### src/rtl/add_arb_pkg.sv
// Shared constants and types for the pipelined-adder arbiter.
// Optional accept counters are built only when ADD_ARB_PERF_EN is defined.
package add_arb_pkg;

  localparam int NUM_REQ = 4;
  localparam int WIDTH   = 32;
  localparam int LATENCY = 2;

  typedef logic [$clog2(NUM_REQ)-1:0] tag_t;
  typedef logic [15:0] cnt_t;

  typedef struct packed {
    logic vld;
    tag_t tag;
  } tag_stage_t;

  function automatic cnt_t sat_inc(cnt_t c);
    return (c == '1) ? c : c + 16'd1;
  endfunction

endpackage

### src/rtl/add_pipe_arbiter_rr_arbiter.sv
// Combinational round-robin arbiter; search starts one past the
// last accepted index, pointer advances only on an accept.
module rr_arbiter #(
  parameter int NUM_REQ = 4,
  parameter int TW      = $clog2(NUM_REQ)
) (
  input  logic               clk,
  input  logic               rst_n,
  input  logic               en,
  input  logic [NUM_REQ-1:0] req,
  output logic [NUM_REQ-1:0] grant,
  output logic [TW-1:0]      grant_idx
);

  logic [TW-1:0] ptr;

  // Walk farthest-to-nearest so the nearest valid index wins.
  always_comb begin
    int sel;
    int j;
    sel       = -1;
    j         = 0;
    grant     = '0;
    grant_idx = '0;
    if (en && rst_n) begin
      for (int k = NUM_REQ; k >= 1; k--) begin
        j = int'(ptr) + k;
        if (j >= NUM_REQ) j = j - NUM_REQ;
        if (req[j]) sel = j;
      end
      if (sel >= 0) begin
        grant     = NUM_REQ'(1) << sel;
        grant_idx = TW'(sel);
      end
    end
  end

  always_ff @(posedge clk or negedge rst_n) begin
    if (!rst_n) begin
      ptr <= TW'(NUM_REQ - 1);
    end else if (|grant) begin
      ptr <= grant_idx;
    end
  end

endmodule

### src/rtl/add_pipe_arbiter.sv
// Shares one pipelined adder among NUM_REQ requesters with tagged returns.
// Define ADD_ARB_PERF_EN to add per-requester saturating accept counters.
module add_pipe_arbiter #(
  parameter int NUM_REQ = add_arb_pkg::NUM_REQ,
  parameter int WIDTH   = add_arb_pkg::WIDTH,
  parameter int LATENCY = add_arb_pkg::LATENCY
) (
  input  logic                     clk,
  input  logic                     rst_n,
  input  logic                     en,
  input  logic [NUM_REQ-1:0]       req_valid,
  output logic [NUM_REQ-1:0]       req_ready,
  input  logic [NUM_REQ*WIDTH-1:0] req_a,
  input  logic [NUM_REQ*WIDTH-1:0] req_b,
  output logic [WIDTH-1:0]         pipe_a,
  output logic [WIDTH-1:0]         pipe_b,
  input  logic [WIDTH-1:0]         pipe_c,
  output logic [NUM_REQ-1:0]       resp_valid,
  output logic [WIDTH-1:0]         resp_c,
  output logic                     busy
`ifdef ADD_ARB_PERF_EN
  ,
  output logic [NUM_REQ*16-1:0]    grant_cnt
`endif
);

  import add_arb_pkg::*;

  localparam int TW = $clog2(NUM_REQ);

  typedef struct packed {
    logic          vld;
    logic [TW-1:0] tag;
  } stage_t;

  logic [NUM_REQ-1:0] grant;
  logic [TW-1:0]      gidx;
  stage_t             stg [LATENCY];

  rr_arbiter #(
    .NUM_REQ(NUM_REQ)
  ) u_arb (
    .clk      (clk),
    .rst_n    (rst_n),
    .en       (en),
    .req      (req_valid),
    .grant    (grant),
    .grant_idx(gidx)
  );

  assign req_ready = grant;

  always_comb begin
    pipe_a = '0;
    pipe_b = '0;
    if (|grant) begin
      pipe_a = req_a[int'(gidx)*WIDTH +: WIDTH];
      pipe_b = req_b[int'(gidx)*WIDTH +: WIDTH];
    end
  end

  // Tags track the adder's unreset data registers stage for stage.
  always_ff @(posedge clk or negedge rst_n) begin
    if (!rst_n) begin
      for (int k = 0; k < LATENCY; k++) begin
        stg[k] <= '0;
      end
    end else begin
      stg[0] <= '{vld: |grant, tag: gidx};
      for (int k = 1; k < LATENCY; k++) begin
        stg[k] <= stg[k-1];
      end
    end
  end

  always_comb begin
    resp_valid = NUM_REQ'(stg[LATENCY-1].vld) << stg[LATENCY-1].tag;
  end

  assign resp_c = pipe_c;

  always_comb begin
    busy = 1'b0;
    for (int k = 0; k < LATENCY; k++) begin
      busy = busy | stg[k].vld;
    end
  end

`ifdef ADD_ARB_PERF_EN
  cnt_t cnt [NUM_REQ];

  always_ff @(posedge clk or negedge rst_n) begin
    if (!rst_n) begin
      for (int i = 0; i < NUM_REQ; i++) begin
        cnt[i] <= '0;
      end
    end else begin
      for (int i = 0; i < NUM_REQ; i++) begin
        if (grant[i]) cnt[i] <= sat_inc(cnt[i]);
      end
    end
  end

  always_comb begin
    for (int i = 0; i < NUM_REQ; i++) begin
      grant_cnt[i*16 +: 16] = cnt[i];
    end
  end
`endif

endmodule
### config.mk
export PLATFORM = sky130hd
export DESIGN_NAME = add_pipe_arbiter
export DESIGN_NICKNAME = d
export VERILOG_FILES = /design/src/rtl/add_arb_pkg.sv /design/src/rtl/add_pipe_arbiter_rr_arbiter.sv /design/src/rtl/add_pipe_arbiter.sv
export SDC_FILE = /design/constraint.sdc
export NUM_CORES = 1
export LEC_CHECK = 0
export CORE_AREA = 5 5 154 156
export DETAILED_ROUTE_END_ITERATION = 10
export DIE_AREA = 0 0 159 161
export DONT_BUFFER_PORTS = 1
export GPL_ROUTABILITY_DRIVEN = 0
export PLACE_DENSITY = 0.37
export SETUP_SLACK_MARGIN = 0.02
export SYNTH_ARGS = -nofsm -noshare
export SYNTH_HDL_FRONTEND = slang
export SYNTH_SLANG_ARGS = --single-unit
export TNS_END_PERCENT = 5
### constraint.sdc
create_clock -name clk -period 2.46 [get_ports clk]
set_input_delay 0.246 -clock clk [delete_from_list [all_inputs] [get_ports clk]]
set_output_delay 0.246 -clock clk [all_outputs]
set_load 0.005 [all_outputs]
# == After elaboration in Yosys (flattened, before gate mapping) ==
# Cells that the tools add are included.
# Widths: inputs -> output; s select.
# word_totals
input_bits,295
register_bits,8
word_cells,60
# classes
n_lt_le_gt_ge,9
add_sub_neg,8
muxes,31
reduce_logical,2
n_bitwise,1
n_shift,4
# ops
operator,count
$mux 32,15
$shiftx 128x8->32,2
$ge 32x4->1 const B,4
$lt 32x4->1 const B,4
$sub 32x4->32 const B,4
$ge 32x1->1 const B,1
$shl 1x32->4 const A,1
$bmux 1 s2,4
$mux 1,8
$mux 4,2
$add 2x2->3 const B,2
$add 2x3->4 const B,1
$mux 2,2
$reduce_or 4->1,1
$shl 1x2->4,1
$add 2x1->3 const B,1
$logic_and 1x1->1,1
$or 1x1->1,1

# == Depth between registers and ports, before layout ==
# depth
ltp_word,17
depth_mapped,11

# == Cells and area by module ==
# A second synthesis with hierarchy kept.
# unflattened
cells_unflattened,248
area_unflattened_um2,2966.6
# by_module_without_submodules
module,n_inst,cells_per_inst,seq_area_each_um2,area_each_um2
add_pipe_arbiter,1,194,150.1,2501.1
rr_arbiter,1,54,52.6,465.4

# == Worst setup path before layout ==
# OpenSTA, ideal clock, no wires.
# synth_path
path_kind,reg2out
startpoint,reg u_arb.ptr[0]
endpoint,out pipe_b[17]
path_stages_with_launch,12
required_ns,2.214
arrival_time_ns,2.413
path_slack_ns,-0.199
path_cell_list,dfstp_2 > buf_6 > inv_1 > ha_1 > mux4_2 > nor3_1 > o2bb2ai_1 > buf_4 > buf_12 > buf_8 > mux2i_1 > o22ai_1
# synth_between
elab_chain_len,17
word_cells_on_any_way,46
# synth_lines
element,line_no,rtl
"start, declared",add_pipe_arbiter_rr_arbiter.sv:15,logic [TW-1:0] ptr;
"start signal, assigned",add_pipe_arbiter_rr_arbiter.sv:40,ptr <= TW'(NUM_REQ - 1);
"start signal, assigned",add_pipe_arbiter_rr_arbiter.sv:42,ptr <= grant_idx;
$add 2x3->4,add_pipe_arbiter_rr_arbiter.sv:27,j = int'(ptr) + k;
$sub 32x4->32 / $ge 32x4->1 (equally long branches),add_pipe_arbiter_rr_arbiter.sv:28,if (j >= NUM_REQ) j = j - NUM_REQ;
$mux 32,add_pipe_arbiter_rr_arbiter.sv:28,
$mux 32,add_pipe_arbiter_rr_arbiter.sv:25,if (en && rst_n) begin
$bmux 1 s2,add_pipe_arbiter_rr_arbiter.sv:29,if (req[j]) sel = j;
$mux 1 (not written as such) (2 in a row),add_pipe_arbiter_rr_arbiter.sv:29,
$mux 32 (3 in a row),add_pipe_arbiter_rr_arbiter.sv:29,
$mux 32 (*),add_pipe_arbiter_rr_arbiter.sv:29,
$mux 32 (*),add_pipe_arbiter_rr_arbiter.sv:25,
$ge 32x1->1 / $shl 1x32->4 (equally long branches),"add_pipe_arbiter_rr_arbiter.sv:31, add_pipe_arbiter_rr_arbiter.sv:32",
$mux 2 / $mux 4 (equally long branches),add_pipe_arbiter_rr_arbiter.sv:31,if (sel >= 0) begin
$mux 2 / $mux 4 (equally long branches),add_pipe_arbiter_rr_arbiter.sv:25,
$shiftx 128x8->32 / $reduce_or 4->1 (equally long branches),"add_pipe_arbiter.sv:58, add_pipe_arbiter.sv:56",
$mux 32 (*),add_pipe_arbiter.sv:56,if (|grant) begin
"end, declared",add_pipe_arbiter.sv:16,"output logic [WIDTH-1:0] pipe_b,"
# Mark *: on every way between the ends. The rest lies on a longest branch, timed or not. The select of a mux whose other input is x is not followed.

# == Worst setup path after layout ==
# layout_path
startpoint,reg u_arb.ptr[0]
endpoint,out pipe_a[0]
# layout_between
elab_chain_len,17
word_cells_on_any_way,46
# layout_lines
element,line_no,rtl
$add 2x3->4,add_pipe_arbiter_rr_arbiter.sv:27,
$sub 32x4->32 / $ge 32x4->1 (equally long branches),add_pipe_arbiter_rr_arbiter.sv:28,
$mux 32,add_pipe_arbiter_rr_arbiter.sv:28,
$mux 32,add_pipe_arbiter_rr_arbiter.sv:25,
$bmux 1 s2,add_pipe_arbiter_rr_arbiter.sv:29,
$mux 1 (not written as such) (2 in a row),add_pipe_arbiter_rr_arbiter.sv:29,
$mux 32 (3 in a row),add_pipe_arbiter_rr_arbiter.sv:29,
$mux 32 (*),add_pipe_arbiter_rr_arbiter.sv:29,
$mux 32 (*),add_pipe_arbiter_rr_arbiter.sv:25,
$ge 32x1->1 / $shl 1x32->4 (equally long branches),"add_pipe_arbiter_rr_arbiter.sv:31, add_pipe_arbiter_rr_arbiter.sv:32",
$mux 2 / $mux 4 (equally long branches),add_pipe_arbiter_rr_arbiter.sv:31,
$mux 2 / $mux 4 (equally long branches),add_pipe_arbiter_rr_arbiter.sv:25,
$shiftx 128x8->32 / $reduce_or 4->1 (equally long branches),"add_pipe_arbiter.sv:57, add_pipe_arbiter.sv:56",
$mux 32 (*),add_pipe_arbiter.sv:56,
"end, declared",add_pipe_arbiter.sv:15,"output logic [WIDTH-1:0] pipe_a,"
# Marks and branches as above.

==> results.tsv <==
stage	metric	value	unit
outcome	status	complete, but fails checks	
outcome	failing checks	setup timing	
setup_path	Critical Path AT	2750	ps
layout	commonest cells after routing, fill and taps aside	mux2i_1, o22ai_1, buf_4, mux2i_2	
synth	Area contributors post-synth	mux2i_1, o22ai_1, buf_4	
setup_path	Crit. Startpoint	u_arb.ptr[0]	
die	initial core utilization	0.127	
die	Die Ht	161	um
synth	Post-Syn Nets	616	
setup_path	CP max stage delay	590	ps
setup_path	Worst EP required	2210	ps
timing	setup violators final	68	
timing	Slew Limit Headroom	0.676	
clock_network	H-Tree Depth	1	
routing	final WL	13.6	mm
timing	Fin. Hold Viols	0	
clock_network	worst skew pair latency	230	ps
setup_path	Top delay family on crit path	compound AO/OA/AOI/OAI gates	
die	Die W	159	um
timing	period utilization	1.22	
clock_network	Clock Tree Buf Depth	2	
clock_network	CTS tree	built	
die	die area	0.0256	sq mm
global_routing	initial antenna violation count	3	
global_routing	GRT Residual Overflow	0	
pwr	pwr/cell area	1760	mW/mm^2
layout	Util after Layout	0.155	
hold_path	Hold Path Class	reg2reg	
layout	Layout Nets	594	
clock_network	Clock Pin Slew Worst Setup and Hold Paths	40	ps
setup_path	Worst setup EP type	output pin	
timing	FMAX	0.334	GHz
synth	Unique masters post-synth	37	
synth	YS warnings	0	
die	CORE AREA	0.0222	sq mm
synth	synthesized area	0.00281	sq mm
placed_design	placed wire-length estimate	10.3	mm
placed_design	Placed Area	0.00294	sq mm
placed_design	port buffer count	0	
timing	min cycle time layout	3000	ps
setup_path	cell breakdown of the critical path	inv_4 -> ha_4 -> mux4_2 -> a221o_1 -> o211ai_4 -> buf_12 -> o22ai_2 -> buf_4	
routing	vias post-DR	2717	
hold_path	min-delay src	stg[4]	
setup_path	CP bufs+invs	3	
layout	post-route cell area	0.00344	sq mm
die	num rows	55	
global_routing	number of global-route vias before repair	2767	
routing	first drt pass iteration count	4	
clock_network	Clock Sinks	8	
timing	worst slew pin tran	483	ps
routing	drt first-iter violations	171	
synth	ys flop type	dfrtp_1	
setup_path	CP Class	reg2out	
synth	EDFF count, synth	0	
synth	Syn Area/Cell	8.85	sq um
global_routing	first-pass GRT wire length	18.0	mm
setup_path	Worst Path Max Fanout	41	
setup_path	slowest cell on the critical path	dfstp_2	
timing	worst clock skew	1.64	ps
global_routing	gr usage total	0.0870	
placed_design	Inst Count DP	561	
global_routing	largest net degree at the start of global routing	44	
routing	post-route ant nets	0	
setup_path	Critical R2R Launch	u_arb.ptr[0]	
synth	Post-Syn Instances	318	
layout	commonest non-fill, non-tap cell in the layout	mux2i_1	
run	max-cap check violation count	0	
pwr	worst vdd ir	0.000599	V
layout	synthesis-to-layout area growth	22.3	%
synth	area leader, netlist	mux2i_1	
synth	asr flop ratio synth	1.00	
synth	area share of the largest cell type after synthesis	0.470	
routing	Vias/cell	4.65	
pwr	Leak	1.41	nW
timing	min setup slack post-route	-538	ps
timing	RSZ-0062 raised after global routing	yes	
die	io pins	400	
pwr	total power	6.07	mW
timing	Slew Viols, Final	0	
clock_network	Clock Tree Root	clkbuf_16	
setup_path	CP Launch Type	register	
layout	layout cells sized above 1	0.261	
synth	Yosys reg bits	8	
routing	drt drc	0	
routing	Avg WL per Cell	23.3	um
layout	Layout Cells excl Fill	584	
synth	sequential fraction of the synthesis area	0.0720	
clock_network	cts bufs inserted	3	
timing	Final TNS setup	-30050	ps
-- area by class of cell --
class	instances	area, sq um
diodes	4	10.0
clock buffers	4	78.8
fillers	2489	18800
inverters	6	25.0
multi-input cells	240	2240
flip-flops and latches	8	203
well taps	285	357
repair buffers	37	524
-- synth_stat cells, drive strengths merged, types with 2 or more instances --
library cell  count
nor3b             2
clkbuf           13
dfrtp             6
o22ai            64
mux2              2
dfstp             2
nor2              7
inv               6
ha                3
buf              51
mux4              2
mux2i           132
nor2b             3
o21ai             5
nand2             3
a21oi             2
o211ai            2
-- final timing paths --
check,slack [ps],cells after the start,to
setup reg to reg,30,7,u_arb.ptr[0]
setup / recovery,-540,8,pipe_a[0]
hold reg to reg,350,0,stg[1]
hold / removal,350,0,stg[1]
min in group asynchronous,370,1,stg[1]
max in group asynchronous,1780,1,u_arb.ptr[1]
-- kinds of logic after synthesis --
group,after synthesis,share of synthesized area
muxes,136,0.494
AOI/OAI and AO/OA,81,0.187
buffers and inverters,70,0.197
and+or+nand+nor,20,0.0369
DFF,8,0.0720
adders and majority gates,3,0.0133
-- sequential cells by signal, indices dropped and copies added (netlist names) --
register	flops
stg	6
u_arb.ptr	2
-- worst reg2reg max path, delay by kind of cell, from the launching register on --
kind            cells  cell delay [ps]
compound gates      2              760
fa+ha+maj           1              270
buf+inv             2              200
flops               1              590
mux                 2              540
-- per-layer routing --
| layer | vias up | GRT usage | part of all wire |
|---|---|---|---|
| li1 | 1158 | - | - |
| met1 | 1293 | 0.0942 | 0.35 |
| met2 | 232 | 0.160 | 0.51 |
| met3 | 34 | 0.0316 | 0.11 |
| met4 | 0 | 0.0240 | 0.029 |
| met5 | - | 0 | 0 |
-- power by group --
group / switching (mW) / internal [mW]
combinational: 2.65 / 2.90
sequential: 0.0438 / 0.192
clock: 0.0615 / 0.216
-- metrics by stage --
stage | setup WS [ps] | hold WS (ps)
floorplan | -61.6 | -49.6
global placement | -407 | -49.2
detailed placement | -499 | -49.2
CTS | -548 | 356
global route | -634 | 374
finish | -538 | 353
-- what timing repair did --
action	CTS	global route
cloned	3	3
hold buffers	1	0
resized for setup	22	17
pin swaps	8	9
endpoints found under the setup margin	71	70
endpoints found under the hold margin	8	0
setup buffers	5	3
(Power assumes the default switching activity.)
